File: config.mk
export PLATFORM = sky130hd
export DESIGN_NAME = am_mod_ctrl_flat
export DESIGN_NICKNAME = d
export VERILOG_FILES = /design/src/rtl/am_mod_ctrl_if.sv /design/src/rtl/am_mod_ctrl.sv /design/src/flat_wrapper.sv
export SDC_FILE = /design/constraint.sdc
export NUM_CORES = 1
export LEC_CHECK = 0
export CORE_MARGIN = 10
export CORE_UTILIZATION = 35
export CTS_CLUSTER_DIAMETER = 60
export DETAILED_ROUTE_END_ITERATION = 10
export PLACE_DENSITY = 0.69
export SETUP_SLACK_MARGIN = 0.3
export SYNTH_ARGS = -nofsm -noshare
export SYNTH_HDL_FRONTEND = slang
export SYNTH_SLANG_ARGS = --single-unit
File: constraint.sdc
create_clock -name clk -period 4.14 [get_ports clk]
set_clock_uncertainty 0.05 [all_clocks]
set_input_delay 0.414 -clock clk [delete_from_list [all_inputs] [get_ports clk]]
set_output_delay 0.414 -clock clk [all_outputs]
set_load 0.02 [all_outputs]
File: src/rtl/am_mod_ctrl_if.sv
// Host configuration channel for am_mod_ctrl: a single valid/ready transfer
// carries both phase-increment words and the target modulation depth.
interface am_mod_ctrl_if #(
    parameter int PHASE_W = 32,
    parameter int GAIN_W  = 8
);
    logic               cfg_valid;
    logic               cfg_ready;
    logic [PHASE_W-1:0] cfg_car_inc;
    logic [PHASE_W-1:0] cfg_msg_inc;
    logic [GAIN_W-1:0]  cfg_depth;

    modport master (output cfg_valid, cfg_car_inc, cfg_msg_inc, cfg_depth, input cfg_ready);
    modport slave  (input cfg_valid, cfg_car_inc, cfg_msg_inc, cfg_depth, output cfg_ready);
endinterface

File: src/rtl/am_mod_ctrl.sv
// Run-time controller for the AM modulator: owns the DDS increments and message gain,
// soft-ramping the gain on start/stop/retune. Define AM_SOFT_RAMP_EN for stepped ramps.
module am_mod_ctrl #(
    parameter int PHASE_W   = 32,
    parameter int GAIN_W    = 8,
    parameter int RAMP_DIV  = 64,
    parameter int RAMP_STEP = 4
) (
    input  logic               clk,
    input  logic               rst_n,
    input  logic               start,
    input  logic               stop,
    am_mod_ctrl_if.slave       host,
    output logic [PHASE_W-1:0] car_inc,
    output logic [PHASE_W-1:0] msg_inc,
    output logic [GAIN_W-1:0]  gain,
    output logic               dds_en,
    output logic               busy,
    output logic [1:0]         state
);
    typedef enum logic [1:0] {
        IDLE      = 2'd0,
        RAMP_UP   = 2'd1,
        RUN       = 2'd2,
        RAMP_DOWN = 2'd3
    } state_t;

    state_t             state_q, state_d;
    logic [PHASE_W-1:0] car_q, car_d, msg_q, msg_d;
    logic [PHASE_W-1:0] sh_car_q, sh_car_d, sh_msg_q, sh_msg_d;
    logic [GAIN_W-1:0]  gain_q, gain_d, target_q, target_d, sh_depth_q, sh_depth_d;
    logic               pending_q, pending_d, loaded_q, loaded_d, stop_req_q, stop_req_d;
    logic               dds_en_q, dds_en_d, busy_q, busy_d, ready_q, ready_d;
    logic               xfer, apply, ramp_tick, stop_now;
    logic [GAIN_W-1:0]  up_gain, down_gain;
`ifdef AM_SOFT_RAMP_EN
    localparam int PRESC_W = (RAMP_DIV > 1) ? $clog2(RAMP_DIV) : 1;
    logic [PRESC_W-1:0] presc_q, presc_d;
`endif

    assign xfer     = host.cfg_valid & ready_q;
    assign stop_now = stop | stop_req_q;

    always_comb begin
        // NOTE: every signal written here gets a default first, so no path can infer a latch.
        state_d    = state_q;
        gain_d     = gain_q;
        target_d   = target_q;
        car_d      = car_q;
        msg_d      = msg_q;
        sh_car_d   = sh_car_q;
        sh_msg_d   = sh_msg_q;
        sh_depth_d = sh_depth_q;
        loaded_d   = loaded_q;
        stop_req_d = stop_req_q;
        dds_en_d   = dds_en_q;
        apply      = 1'b0;
`ifdef AM_SOFT_RAMP_EN
        ramp_tick = (presc_q == PRESC_W'(RAMP_DIV - 1));
        up_gain   = (32'(gain_q) + 32'(RAMP_STEP) >= 32'(target_q)) ?
                    target_q : gain_q + GAIN_W'(RAMP_STEP);
        down_gain = (32'(gain_q) <= 32'(RAMP_STEP)) ? '0 : gain_q - GAIN_W'(RAMP_STEP);
`else
        ramp_tick = 1'b1;
        up_gain   = target_q;
        down_gain = '0;
`endif
        unique case (state_q)
            IDLE: begin
                if (start && !stop && (pending_q || loaded_q)) begin
                    apply    = pending_q;
                    dds_en_d = 1'b1;
                    state_d  = RAMP_UP;
                end
            end
            RAMP_UP: begin
                if (stop) begin
                    stop_req_d = 1'b1;
                    state_d    = RAMP_DOWN;
                end else if (gain_q == target_q) begin
                    state_d = RUN;
                end else if (ramp_tick) begin
                    gain_d = up_gain;
                end
            end
            RUN: begin
                if (stop) begin
                    stop_req_d = 1'b1;
                    state_d    = RAMP_DOWN;
                end else if (pending_q) begin
                    state_d = RAMP_DOWN;
                end
            end
            RAMP_DOWN: begin
                // Increments may only change here, with the multiplier input at zero.
                if (gain_q == '0) begin
                    if (stop_now) begin
                        stop_req_d = 1'b0;
                        dds_en_d   = 1'b0;
                        state_d    = IDLE;
                    end else begin
                        apply   = pending_q;
                        state_d = RAMP_UP;
                    end
                end else begin
                    if (stop) stop_req_d = 1'b1;
                    if (ramp_tick) gain_d = down_gain;
                end
            end
        endcase

        if (apply) begin
            car_d    = sh_car_q;
            msg_d    = sh_msg_q;
            target_d = sh_depth_q;
            loaded_d = 1'b1;
        end
        if (xfer) begin
            sh_car_d   = host.cfg_car_inc;
            sh_msg_d   = host.cfg_msg_inc;
            sh_depth_d = host.cfg_depth;
        end
        pending_d = (pending_q & ~apply) | xfer;
        ready_d   = ~pending_d;
        busy_d    = (state_d != IDLE);
`ifdef AM_SOFT_RAMP_EN
        if (state_d != state_q || state_q == IDLE || state_q == RUN || ramp_tick) presc_d = '0;
        else presc_d = presc_q + PRESC_W'(1);
`endif
    end

    always_ff @(posedge clk or negedge rst_n) begin
        // NOTE: the shadow words are plain flops, not a RAM, so they take the async reset too.
        if (!rst_n) begin
            state_q    <= IDLE;
            gain_q     <= '0;
            target_q   <= '0;
            car_q      <= '0;
            msg_q      <= '0;
            sh_car_q   <= '0;
            sh_msg_q   <= '0;
            sh_depth_q <= '0;
            pending_q  <= 1'b0;
            loaded_q   <= 1'b0;
            stop_req_q <= 1'b0;
            dds_en_q   <= 1'b0;
            busy_q     <= 1'b0;
            ready_q    <= 1'b0;
`ifdef AM_SOFT_RAMP_EN
            presc_q    <= '0;
`endif
        end else begin
            // NOTE: non-blocking updates so every register samples pre-edge values.
            state_q    <= state_d;
            gain_q     <= gain_d;
            target_q   <= target_d;
            car_q      <= car_d;
            msg_q      <= msg_d;
            sh_car_q   <= sh_car_d;
            sh_msg_q   <= sh_msg_d;
            sh_depth_q <= sh_depth_d;
            pending_q  <= pending_d;
            loaded_q   <= loaded_d;
            stop_req_q <= stop_req_d;
            dds_en_q   <= dds_en_d;
            busy_q     <= busy_d;
            ready_q    <= ready_d;
`ifdef AM_SOFT_RAMP_EN
            presc_q    <= presc_d;
`endif
        end
    end

    ramp_param_ok: assert property (@(posedge clk) (RAMP_DIV >= 1) && (RAMP_STEP >= 1));

    assign host.cfg_ready = ready_q;
    assign car_inc        = car_q;
    assign msg_inc        = msg_q;
    assign gain           = gain_q;
    assign dds_en         = dds_en_q;
    assign busy           = busy_q;
    assign state          = state_q;
endmodule

File: src/flat_wrapper.sv
// flat-port wrapper written by rule: the top's interface ports become plain ports
module am_mod_ctrl_flat 
#(
    parameter int PHASE_W   = 32,
    parameter int GAIN_W    = 8,
    parameter int RAMP_DIV  = 64,
    parameter int RAMP_STEP = 4
)
  (clk, rst_n, start, stop, car_inc, msg_inc, gain, dds_en, busy, state, host_cfg_valid, host_cfg_car_inc, host_cfg_msg_inc, host_cfg_depth, host_cfg_ready);
  am_mod_ctrl_if #(.PHASE_W(PHASE_W), .GAIN_W(GAIN_W)) host_i ();
  input  logic clk;
  input  logic rst_n;
  input  logic start;
  input  logic stop;
  output logic [PHASE_W-1:0] car_inc;
  output logic [PHASE_W-1:0] msg_inc;
  output logic [GAIN_W-1:0] gain;
  output logic dds_en;
  output logic busy;
  output logic [1:0] state;
  input wire logic [$bits(host_i.cfg_valid)-1:0] host_cfg_valid;
  input wire logic [$bits(host_i.cfg_car_inc)-1:0] host_cfg_car_inc;
  input wire logic [$bits(host_i.cfg_msg_inc)-1:0] host_cfg_msg_inc;
  input wire logic [$bits(host_i.cfg_depth)-1:0] host_cfg_depth;
  output wire logic [$bits(host_i.cfg_ready)-1:0] host_cfg_ready;
  assign host_i.cfg_valid = host_cfg_valid;
  assign host_i.cfg_car_inc = host_cfg_car_inc;
  assign host_i.cfg_msg_inc = host_cfg_msg_inc;
  assign host_i.cfg_depth = host_cfg_depth;
  assign host_cfg_ready = host_i.cfg_ready;
  am_mod_ctrl #(.PHASE_W(PHASE_W), .GAIN_W(GAIN_W), .RAMP_DIV(RAMP_DIV), .RAMP_STEP(RAMP_STEP)) u_core (.clk(clk), .rst_n(rst_n), .start(start), .stop(stop), .host(host_i), .car_inc(car_inc), .msg_inc(msg_inc), .gain(gain), .dds_en(dds_en), .busy(busy), .state(state));
endmodule
==> summary.txt, run 1 <==
Placement
  • Placed Cells: 770
  • Hpwl dp: a little under 10000 µm
  • IO buf count: around 150
  • GP Congestion: slightly below 0.8

Yosys
  • Post-Syn Area per Cell: 15.57 µm²
  • Sequential area share after synthesis: around 63%
  • Synth top area cells: dfrtp_1, mux2_2, mux2_1
  • Synthesized cell area: roughly 0.0063 mm²
  • Yosys top cell by area: dfrtp_1
  • Dominant synthesized flop cell: dfrtp_1
  • Top-area cell type share of the netlist area: roughly 63%
  • Post-Synthesis Cells: 406
  • Post-Syn Nets: about 490
  • Distinct cells, synth: 31
  • Post-synthesis async set-or-reset flop share: 100.0%
  • Post-synth EDFFs: 0
  • #FFs+latches synth: 160
  • YS warnings: 0

Worst setup path
  • Critical setup path kind: reg2reg
  • Worst setup EP type: flop
  • CP Data Required Time: roughly 4400 ps
  • Arr. time, crit path: 3000 ps
  • CP startpoint kind: flop
  • R2R depth: 6
  • CP peak stage delay: roughly 520 ps
  • Buf+Inv Stages, Crit Path: 1
  • RR Startpoint: u_core.state[1]
  • Critical path's slowest cell: ha_1
  • Crit-path cells: ha_1 -> nor3b_1 -> nand2_1 -> a211oi_4 -> buf_12 -> mux2_2
  • RR Endpoint: u_core.car_inc[9]
  • CP delay by family, top: adder cells
  • R2R setup slack: 1390 ps
  • CP max FO: 75

STA
  • Final hold violations: 0
  • Final period utilization: around 66%
  • Worst slew margin: between 30% and 40%
  • Final slew viol count: 0
  • Max frequency: 363.3 MHz
  • Final setup fails: 0
  • Min Clock Period, post-route: roughly 2800 ps
  • Final hold slack: roughly 420 ps
  • Worst Max-Slew Pin Slew: 1044 ps
  • Final setup TNS: 0 ps
  • RSZ-0062 raised after global routing: false

Global routing
  • GRT Util Overall: approximately 12%
  • Total grt overflow: 0
  • Initial antenna violation count: 0
  • Vias in the first global route: ~4400
  • First-pass GRT wire length: between 20000 and 25000 µm
  • Largest net degree at the start of global routing: 87

Die
  • IO Count: around 150
  • Placeable Area: ~0.018 mm²
  • Std-Cell Rows: between 40 and 50
  • Die footprint: ~0.024 mm²
  • Die height: roughly 150 µm
  • Starting Density: between 30% and 40%
  • Chip Width: ~150 µm

Layout
  • Most common cell after layout, fill and taps aside: dfrtp_1
  • Finished Core Util: roughly half
  • Fillers: 1519
  • Most frequent cells in the layout: dfrtp_1, clkdlybuf4s50_1, mux2_2
  • Area growth syn-to-layout: 36.30%
  • Final cell count without fillers: 803
  • Fin nets: approximately 640
  • # diodes: 0
  • Share of layout cells above drive strength 1: around 23%

Detailed routing
  • Routed length per placed instance: approximately 18 µm
  • DRT iter0 DRCs: between 150 and 200
  • Via count: 3851
  • Remaining antenna violation count: 0
  • Drt first pass iters: 4
  • Final wirelength: 14250 µm
  • Via density: roughly 4.8
  • DRC errors left: 0

Clock network
  • Post-cts resize count: 0
  • CTS Sinks: 160
  • Clock-pin transition on the worst setup and hold timing paths: roughly 60 ps
  • Setup repair bufs after CTS: 0
  • H-tree level count: 4
  • CTS tree: yes
  • Root Driver: clkbuf_16
  • Skew-Pair Late Insertion Delay: around 400 ps
  • CTS Buffer Depth: 2
  • Number of buffers created by CTS: 17

Min path
  • Hold endpoint: u_core.loaded_q
  • Hold Crit Start: u_core.loaded_q
  • Min-delay worst type: reg2reg
  • Worst Hold Depth: 1

Power
  • PnR Total Power: between 6 and 7 mW
  • Switch share: 32.75%
  • Clk pwr share: about a fifth
  • P_leak: between 3 and 4 nW
  • Net Switching: ~2.2 mW
  • Int Pwr: 4.481 mW
  • Peak VDD IR: slightly above 400 µV
  • P per Cell Area: around 770 mW/mm²
  • Sequential Power Share: around 40%
  • Comb power frac: between 30% and 40%

Flow run
  • Max Cap Viol: 0

Outcome
  • Status: finished, final reports clean
## layer usage
metal  wire [µm]  global-route usage (%)  up-vias
li1            -                       -     1760
met1        5789                   13.79     1964
met2        7242                   20.48      115
met3        1091                   5.574       12
met4         129                   2.969        0
met5           0                       0        -
## cell usage after synthesis, drive strengths merged (2+ instances only)
| master | instances |
|---|---|
| o2bb2ai | 11 |
| nor2 | 4 |
| a21oi | 6 |
| buf | 8 |
| nor2b | 10 |
| clkbuf | 12 |
| o21ai | 2 |
| nand2 | 6 |
| inv | 6 |
| or4 | 2 |
| nor4 | 2 |
| xor2 | 8 |
| ha | 5 |
| mux2 | 144 |
| a31oi | 9 |
| dfrtp | 160 |
## through the flow
step                      setup WS, ps  instance area (µm²)
after floorplan                   1807                 6321
after global placement            1541                 8077
after detailed placement          1433                 8077
after CTS                         1414                 8616
after global routing              1200                 8616
final                             1388                 8616
## registers in the layout (all words and copies together), names as in the netlist, 2 cells and up
register	cells
u_core.gain	8
u_core.car_inc	32
u_core.sh_msg_q	32
u_core.state	2
u_core.target_q	8
u_core.sh_car_q	32
u_core.msg_inc	32
u_core.sh_depth_q	8
## cells by family (layout without fill, tap and decap cells)
kind of cell / Yosys count / in the layout / synth area share, %
AO/OA/AOI/OAI: 35 / 35 / 4.018
XOR/XNOR: 8 / 8 / 1.109
adder cells (fa/ha/maj): 5 / 5 / 0.9897
buffers and inverters: 26 / 194 / 2.237
flip-flops: 160 / 160 / 63.34
multiplexers: 144 / 144 / 25.65
AND/OR/NAND/NOR: 28 / 28 / 2.652
## power groups by stage
stage | combinational, mW | sequential (mW) | clock (mW)
5_1_grt | 2.71 | 2.85 | 1.52
3_5_place_dp | 2.55 | 2.77 | 0
2_1_floorplan | 1.10 | 3.07 | 0
4_1_cts | 2.56 | 2.75 | 1.45
6_report | 2.52 | 2.74 | 1.40
3_3_place_gp | 2.47 | 2.72 | 0
## how the worst max path moves through the flow
stage                     from                  to  slack (ps)  depth (start not counted)
2_1_floorplan   u_core.gain[5]  u_core.car_inc[15]        1810                          7
3_3_place_gp              stop   u_core.car_inc[1]        1540                          6
3_5_place_dp   u_core.state[1]   u_core.car_inc[3]        1430                          6
4_1_cts        u_core.state[1]   u_core.car_inc[9]        1410                          6
5_1_grt        u_core.state[1]   u_core.car_inc[9]        1200                          6
6_report       u_core.state[1]   u_core.car_inc[9]        1390                          6
## cell type report
type | instances | area [µm²] | share of cell area, %
flip-flops and latches | 160 | 4004 | 46.47
multi-input cells | 220 | 2191 | 25.43
repair buffers | 156 | 1583 | 18.37
clock buffers | 24 | 471.7 | 5.475
well taps | 229 | 286.5 | 3.326
clock inverters | 8 | 57.56 | 0.6680
inverters | 6 | 22.52 | 0.2614
## repair_timing
item,CTS,global route
hold buffers,1,0
hold endpoints to repair,74,0
setup endpoints to repair,0,0
(Power assumes the default switching activity.)
==> run 2: changes to the inputs <==
==> constraint.sdc (replaced) <==
create_clock -name clk -period 2.7 [get_ports clk]
set_clock_uncertainty 0.05 [all_clocks]
set_input_delay 0.27 -clock clk [delete_from_list [all_inputs] [get_ports clk]]
set_output_delay 0.27 -clock clk [all_outputs]
set_load 0.02 [all_outputs]
==> summary.txt, run 2 (synthesized netlist as in run 1, its figures left out) <==
Worst setup path
  • CP startpoint kind: flop (unchanged)
  • CP Data Required Time: 2950 ps (was 4390 ps)
  • CP max FO: 18 (was 75)
  • Crit-path cells: ha_1 -> nor3b_1 -> nand2_2 -> a211oi_4 -> buf_6 -> buf_12 -> mux2_2 (was ha_1 -> nor3b_1 -> nand2_1 -> a211oi_4 -> buf_12 -> mux2_2)
  • CP delay by family, top: simple AND/OR/NAND/NOR gates (was adder cells)
  • CP peak stage delay: 480 ps (was 520 ps)
  • Worst setup EP type: flop (unchanged)
  • Buf+Inv Stages, Crit Path: 2 (was 1)
  • Critical path's slowest cell: dfrtp_1 (was ha_1)
  • Critical setup path kind: reg2reg (unchanged)
  • Arr. time, crit path: 2620 ps (was 3000 ps)

Placement
  • GP Congestion: 0.8655 (was 0.7824)
  • IO buf count: 153 (unchanged)
  • Dpl cell area: 0.008162 mm² (was 0.008077 mm²)
  • Hpwl dp: 10100 µm (was 9841 µm)
  • Placed Cells: 778 (was 770)

Clock network
  • CTS Sinks: 160 (unchanged)
  • H-tree level count: 4 (unchanged)
  • Skew-Pair Late Insertion Delay: 420 ps (was 410 ps)
  • Number of buffers created by CTS: 17 (unchanged)
  • CTS Buffer Depth: 2 (unchanged)
  • CTS tree: yes (unchanged)
  • Root Driver: clkbuf_16 (unchanged)
  • Clock-pin transition on the worst setup and hold timing paths: 70 ps (was 60 ps)

Die
  • Die footprint: 0.02384 mm² (unchanged)
  • Starting Density: 35.43% (unchanged)
  • Die height: 154.4 µm (unchanged)
  • Chip Width: 154.4 µm (unchanged)
  • Placeable Area: 0.01784 mm² (unchanged)
  • IO Count: 154 (unchanged)
  • Std-Cell Rows: 49 (unchanged)

Detailed routing
  • Final wirelength: 14680 µm (was 14250 µm)
  • Drt first pass iters: 4 (unchanged)
  • Remaining antenna violation count: 0 (unchanged)
  • DRC errors left: 0 (unchanged)
  • Via density: 4.797 (was 4.796)
  • Routed length per placed instance: 17.81 µm (was 17.75 µm)
  • DRT iter0 DRCs: 124 (was 184)
  • Via count: 3953 (was 3851)

STA
  • Final setup TNS: 0 ps (unchanged)
  • Worst slew margin: 29.90% (was 30.42%)
  • Final hold violations: 0 (unchanged)
  • Worst Max-Slew Pin Slew: 1051 ps (was 1044 ps)
  • Final period utilization: 88.02% (was 66.48%)
  • Max frequency: 420.8 MHz (was 363.3 MHz)
  • Min Clock Period, post-route: 2377 ps (was 2752 ps)
  • Final hold slack: 339.1 ps (was 417.9 ps)
  • Final slew viol count: 0 (unchanged)
  • RSZ-0062 raised after global routing: true (was false)
  • Final setup fails: 0 (unchanged)

Global routing
  • First-pass GRT wire length: 23660 µm (was 23410 µm)
  • Largest net degree at the start of global routing: 75 (was 87)
  • GRT Util Overall: 12.29% (was 12.19%)
  • Total grt overflow: 0 (unchanged)
  • Vias in the first global route: 4412 (was 4369)
  • Initial antenna violation count: 0 (unchanged)

Layout
  • Share of layout cells above drive strength 1: 27.23% (was 23.17%)
  • Most frequent cells in the layout: dfrtp_1, clkdlybuf4s50_1, mux2_2 (unchanged)
  • Storage element area: 0.004005 mm² (was 0.004004 mm²)
  • Fillers: 1494 (was 1519)
  • Most common cell after layout, fill and taps aside: dfrtp_1 (unchanged)
  • Area growth syn-to-layout: 40.80% (was 36.30%)
  • Final Cell Area: 0.008900 mm² (was 0.008616 mm²)
  • Fin nets: 664 (was 643)
  • Multi-input combinational cell area: 0.002201 mm² (was 0.002191 mm²)
  • # diodes: 0 (unchanged)
  • Final cell count without fillers: 824 (was 803)

Outcome
  • Status: finished, final reports clean (unchanged)

Power
  • Peak VDD IR: 665.6 µV (was 411.2 µV)
  • P per Cell Area: 1183 mW/mm² (was 773.4 mW/mm²)
  • P_leak: 3.835 nW (was 3.676 nW)

Min path
  • Min-delay worst type: in2async (was reg2reg)

Flow run
  • Max Cap Viol: 0 (unchanged)
run 2: changes by cell type in the layout (fill, tap and decap cells not counted), moves of 2 or more:
cell      before  now
buf_4          0   16
buf_16         0    2
clkinv_4       1    3
clkbuf_1       5    0
inv_6          1    4
run 2: path summary, 6_finish.rpt:
check                                      from                  end  slack, ps  depth (start not counted)
max                             u_core.state[0]    u_core.car_inc[8]        320                          7
min                                       rst_n   u_core.msg_inc[17]        340                          2
max reg2reg                     u_core.state[0]    u_core.car_inc[8]        320                          7
min reg2reg                     u_core.loaded_q      u_core.loaded_q        410                          1
max in group asynchronous                 rst_n       u_core.gain[3]       1510                          3
min in group clk           host_cfg_car_inc[26]  u_core.sh_car_q[26]        410                          2
run 2: area by class of cell:
type,count,area share [%]
clock buffers,18,4.935
clock inverters,14,1.476
inverters,6,0.2531
multi-input cells,220,24.73
flip-flops and latches,160,45.00
well taps,229,3.219
repair buffers,177,20.39
run 2: routing by layer:
layer / track usage (%) / part of all wire, %
met5: 0 / 0
met4: 4.318 / 1.2
met3: 4.881 / 7.1
met2: 20.07 / 50
met1: 14.36 / 42
run 2: metrics by stage:
step | util (%) | power [mW] | setup slack [ps]
floorplan | - | 6.389 | 367.3
global route | 49.88 | 11.17 | 204.8
global placement | 45.75 | 8.013 | 290.5
CTS | 49.47 | 10.61 | 309.4
finish | 49.88 | 10.53 | 323.4
detailed placement | 45.75 | 8.216 | 251.1
run 2: worst reg2reg max path: stages, from the launching register on:
cell and delay [ps]:
dfrtp_1 480, ha_1 220, nor3b_1 350, nand2_2 140, a211oi_4 300, buf_6 180
buf_12 170, mux2_2 370
run 2: repair_timing:
item,4_1_cts,5_1_grt
resized for setup,3,4
pin swaps,0,2
buffers inserted,6,5
gates cloned,1,1
endpoints found under the setup margin,80,79
hold endpoints to repair,56,0
hold buffers,1,0
run 2: power by group:
part / internal, mW / switching (mW) / total (mW)
clock: 1.30 / 0.991 / 2.30
sequential: 3.55 / 0.637 / 4.19
combinational: 2.22 / 1.83 / 4.05
==> run 3: changes to the inputs <==
--- a/config.mk
+++ b/config.mk
@@ -10,6 +10,7 @@
 export CTS_CLUSTER_DIAMETER = 60
 export DETAILED_ROUTE_END_ITERATION = 10
 export PLACE_DENSITY = 0.69
+export REMOVE_ABC_BUFFERS = 1
 export SETUP_SLACK_MARGIN = 0.3
 export SYNTH_ARGS = -nofsm -noshare
 export SYNTH_HDL_FRONTEND = slang
==> constraint.sdc (replaced) <==
create_clock -name clk -period 2.7 [get_ports clk]
set_clock_uncertainty 0.05 [all_clocks]
set_input_delay 0.27 -clock clk [delete_from_list [all_inputs] [get_ports clk]]
set_output_delay 0.27 -clock clk [all_outputs]
set_load 0.1 [all_outputs]
==> summary.txt, run 3 (synthesized netlist as in run 1, its figures left out) <==
Outcome
  • Status: finished, final reports clean (unchanged)

Global routing
  • Largest net degree at the start of global routing: 75 (unchanged)
  • Total grt overflow: 0 (unchanged)
  • GRT Util Overall: 12.84% (was 12.29%)
  • First-pass GRT wire length: 24460 µm (was 23660 µm)
  • Initial antenna violation count: 0 (unchanged)
  • Vias in the first global route: 4541 (was 4412)

Layout
  • Most frequent cells in the layout: dfrtp_1, mux2_2, buf_4 (was dfrtp_1, clkdlybuf4s50_1, mux2_2)
  • Multi-input combinational cell area: 0.002202 mm² (was 0.002201 mm²)
  • Storage element area: 0.004006 mm² (was 0.004005 mm²)
  • # diodes: 0 (unchanged)
  • Area growth syn-to-layout: 40.20% (was 40.80%)
  • Most common cell after layout, fill and taps aside: dfrtp_1 (unchanged)
  • Finished Core Util: 49.67% (was 49.88%)
  • Share of layout cells above drive strength 1: 40.60% (was 27.23%)
  • Fin nets: 665 (was 664)
  • Fillers: 1516 (was 1494)
  • Final Cell Area: 0.008862 mm² (was 0.008900 mm²)

Clock network
  • H-tree level count: 4 (unchanged)
  • Number of buffers created by CTS: 17 (unchanged)
  • CTS tree: yes (unchanged)
  • CTS Buffer Depth: 2 (unchanged)
  • Clock-pin transition on the worst setup and hold timing paths: 60 ps (was 70 ps)
  • Skew-Pair Late Insertion Delay: 420 ps (about the same)
  • Root Driver: clkbuf_16 (unchanged)
  • CTS Sinks: 160 (unchanged)

Worst setup path
  • CP Data Required Time: 2950 ps (about the same)
  • CP max FO: 10 (was 18)
  • R2R depth: 7 (unchanged)
  • Critical setup path kind: reg2reg (unchanged)
  • CP startpoint kind: flop (unchanged)
  • Buf+Inv Stages, Crit Path: 2 (unchanged)
  • RR Startpoint: u_core.gain[5] (was u_core.state[0])
  • Worst Setup EP: u_core.msg_inc[22] (was u_core.car_inc[8])
  • Arr. time, crit path: 2610 ps (was 2620 ps)
  • Worst setup EP type: flop (unchanged)
  • Crit-path cells: or4_4 -> nor2_4 -> nand2_2 -> a211oi_4 -> buf_12 -> clkbuf_16 -> mux2_1 (was ha_1 -> nor3b_1 -> nand2_2 -> a211oi_4 -> buf_6 -> buf_12 -> mux2_2)
  • R2R setup slack: 340 ps (was 320 ps)
  • RR Endpoint: u_core.msg_inc[22] (was u_core.car_inc[8])
  • CP peak stage delay: 570 ps (was 480 ps)
  • Setup crit start: u_core.gain[5] (was u_core.state[0])
  • CP delay by family, top: simple AND/OR/NAND/NOR gates (unchanged)
  • Critical path's slowest cell: or4_4 (was dfrtp_1)
  • Critical path depth in cells: 7 (unchanged)

Flow run
  • Max Cap Viol: 0 (unchanged)

STA
  • Worst Max-Slew Pin Slew: 686.0 ps (was 1051 ps)
  • Max frequency: 424.3 MHz (was 420.8 MHz)
  • Worst slew margin: 54.27% (was 29.90%)
  • Final slew viol count: 0 (unchanged)
  • Final period utilization: 87.28% (was 88.02%)
  • Final setup fails: 0 (unchanged)
  • Final hold violations: 0 (unchanged)
  • Final setup TNS: 0 ps (unchanged)
  • Min Clock Period, post-route: 2357 ps (was 2377 ps)
  • RSZ-0062 raised after global routing: true (unchanged)

Die
  • Chip Width: 154.4 µm (unchanged)
  • Die footprint: 0.02384 mm² (unchanged)
  • Std-Cell Rows: 49 (unchanged)
  • IO Count: 154 (unchanged)
  • Die height: 154.4 µm (unchanged)
  • Starting Density: 35.43% (unchanged)
  • Placeable Area: 0.01784 mm² (unchanged)

Detailed routing
  • Drt first pass iters: 4 (unchanged)
  • Final wirelength: 15560 µm (was 14680 µm)
  • DRC errors left: 0 (unchanged)
  • Remaining antenna violation count: 0 (unchanged)
  • Routed length per placed instance: 18.86 µm (was 17.81 µm)
  • Via density: 4.851 (was 4.797)
  • Via count: 4002 (was 3953)
  • DRT iter0 DRCs: 148 (was 124)

Placement
  • Hpwl dp: 10260 µm (was 10100 µm)
  • IO buf count: 153 (unchanged)
  • GP Congestion: 0.8145 (was 0.8655)
  • Dpl cell area: 0.007976 mm² (was 0.008162 mm²)

Min path
  • Min-delay worst type: in2async (unchanged)
-- run 3: cell count changes in the layout (fill, tap and decap cells not counted), sizes merged --
cell           before  now
clkdlybuf4s50     152   75
clkinv              5    3
buf                23   99
clkinvlp            4    3
bufinv              1    4
clkbuf             19   21
-- run 3: final cells by class --
class	instances	area share [%]
clock buffer	18	4.956
sequential	160	45.21
tap	229	3.233
timing repair buffer	178	19.19
clock inverter	14	2.315
multi-input combinational	220	24.85
inverter	6	0.2541
-- run 3: per-layer routing --
layer | global-route usage, % | share of wire (%) | routed length (µm)
met1 | 14.23 | 40 | 6221
met2 | 21.76 | 52 | 8122
met3 | 5.463 | 6.8 | 1055
met4 | 4.139 | 1.0 | 159
met5 | 0 | 0 | 0
-- run 3: how the worst min path moves through the flow --
stage	start	to	slack (ps)	depth (start not counted)
after floorplan	rst_n	u_core.busy	-80	0
after global placement	rst_n	u_core.car_inc[17]	250	1
after detailed placement	rst_n	u_core.sh_msg_q[17]	260	1
after CTS	rst_n	u_core.sh_msg_q[17]	370	2
after global routing	host_cfg_car_inc[4]	u_core.sh_car_q[4]	390	2
final	rst_n	u_core.car_inc[17]	360	2
-- run 3: per-stage QoR --
step	hold WS, ps	cells	setup WS [ps]
6_report	357.2	825	343.4
5_1_grt	386.9	825	279.3
4_1_cts	373.0	818	288.7
3_5_place_dp	259.4	779	207.3
3_3_place_gp	248.4	779	250.8
2_1_floorplan	-75.59	386	-2879
-- run 3: what timing repair did --
action                                  4_1_cts  5_1_grt
hold buffers                                  1        0
gates resized for setup                       5        4
buffers inserted                              4        4
endpoints found under the setup margin       72       81
cloned                                        2        3
endpoints found under the hold margin        61        0
pin swaps                                     2        2
Power of run 3 is left out: the tool's default activity adds up to more than one toggle a clock period on the data nets, which glitch-free logic cannot reach.
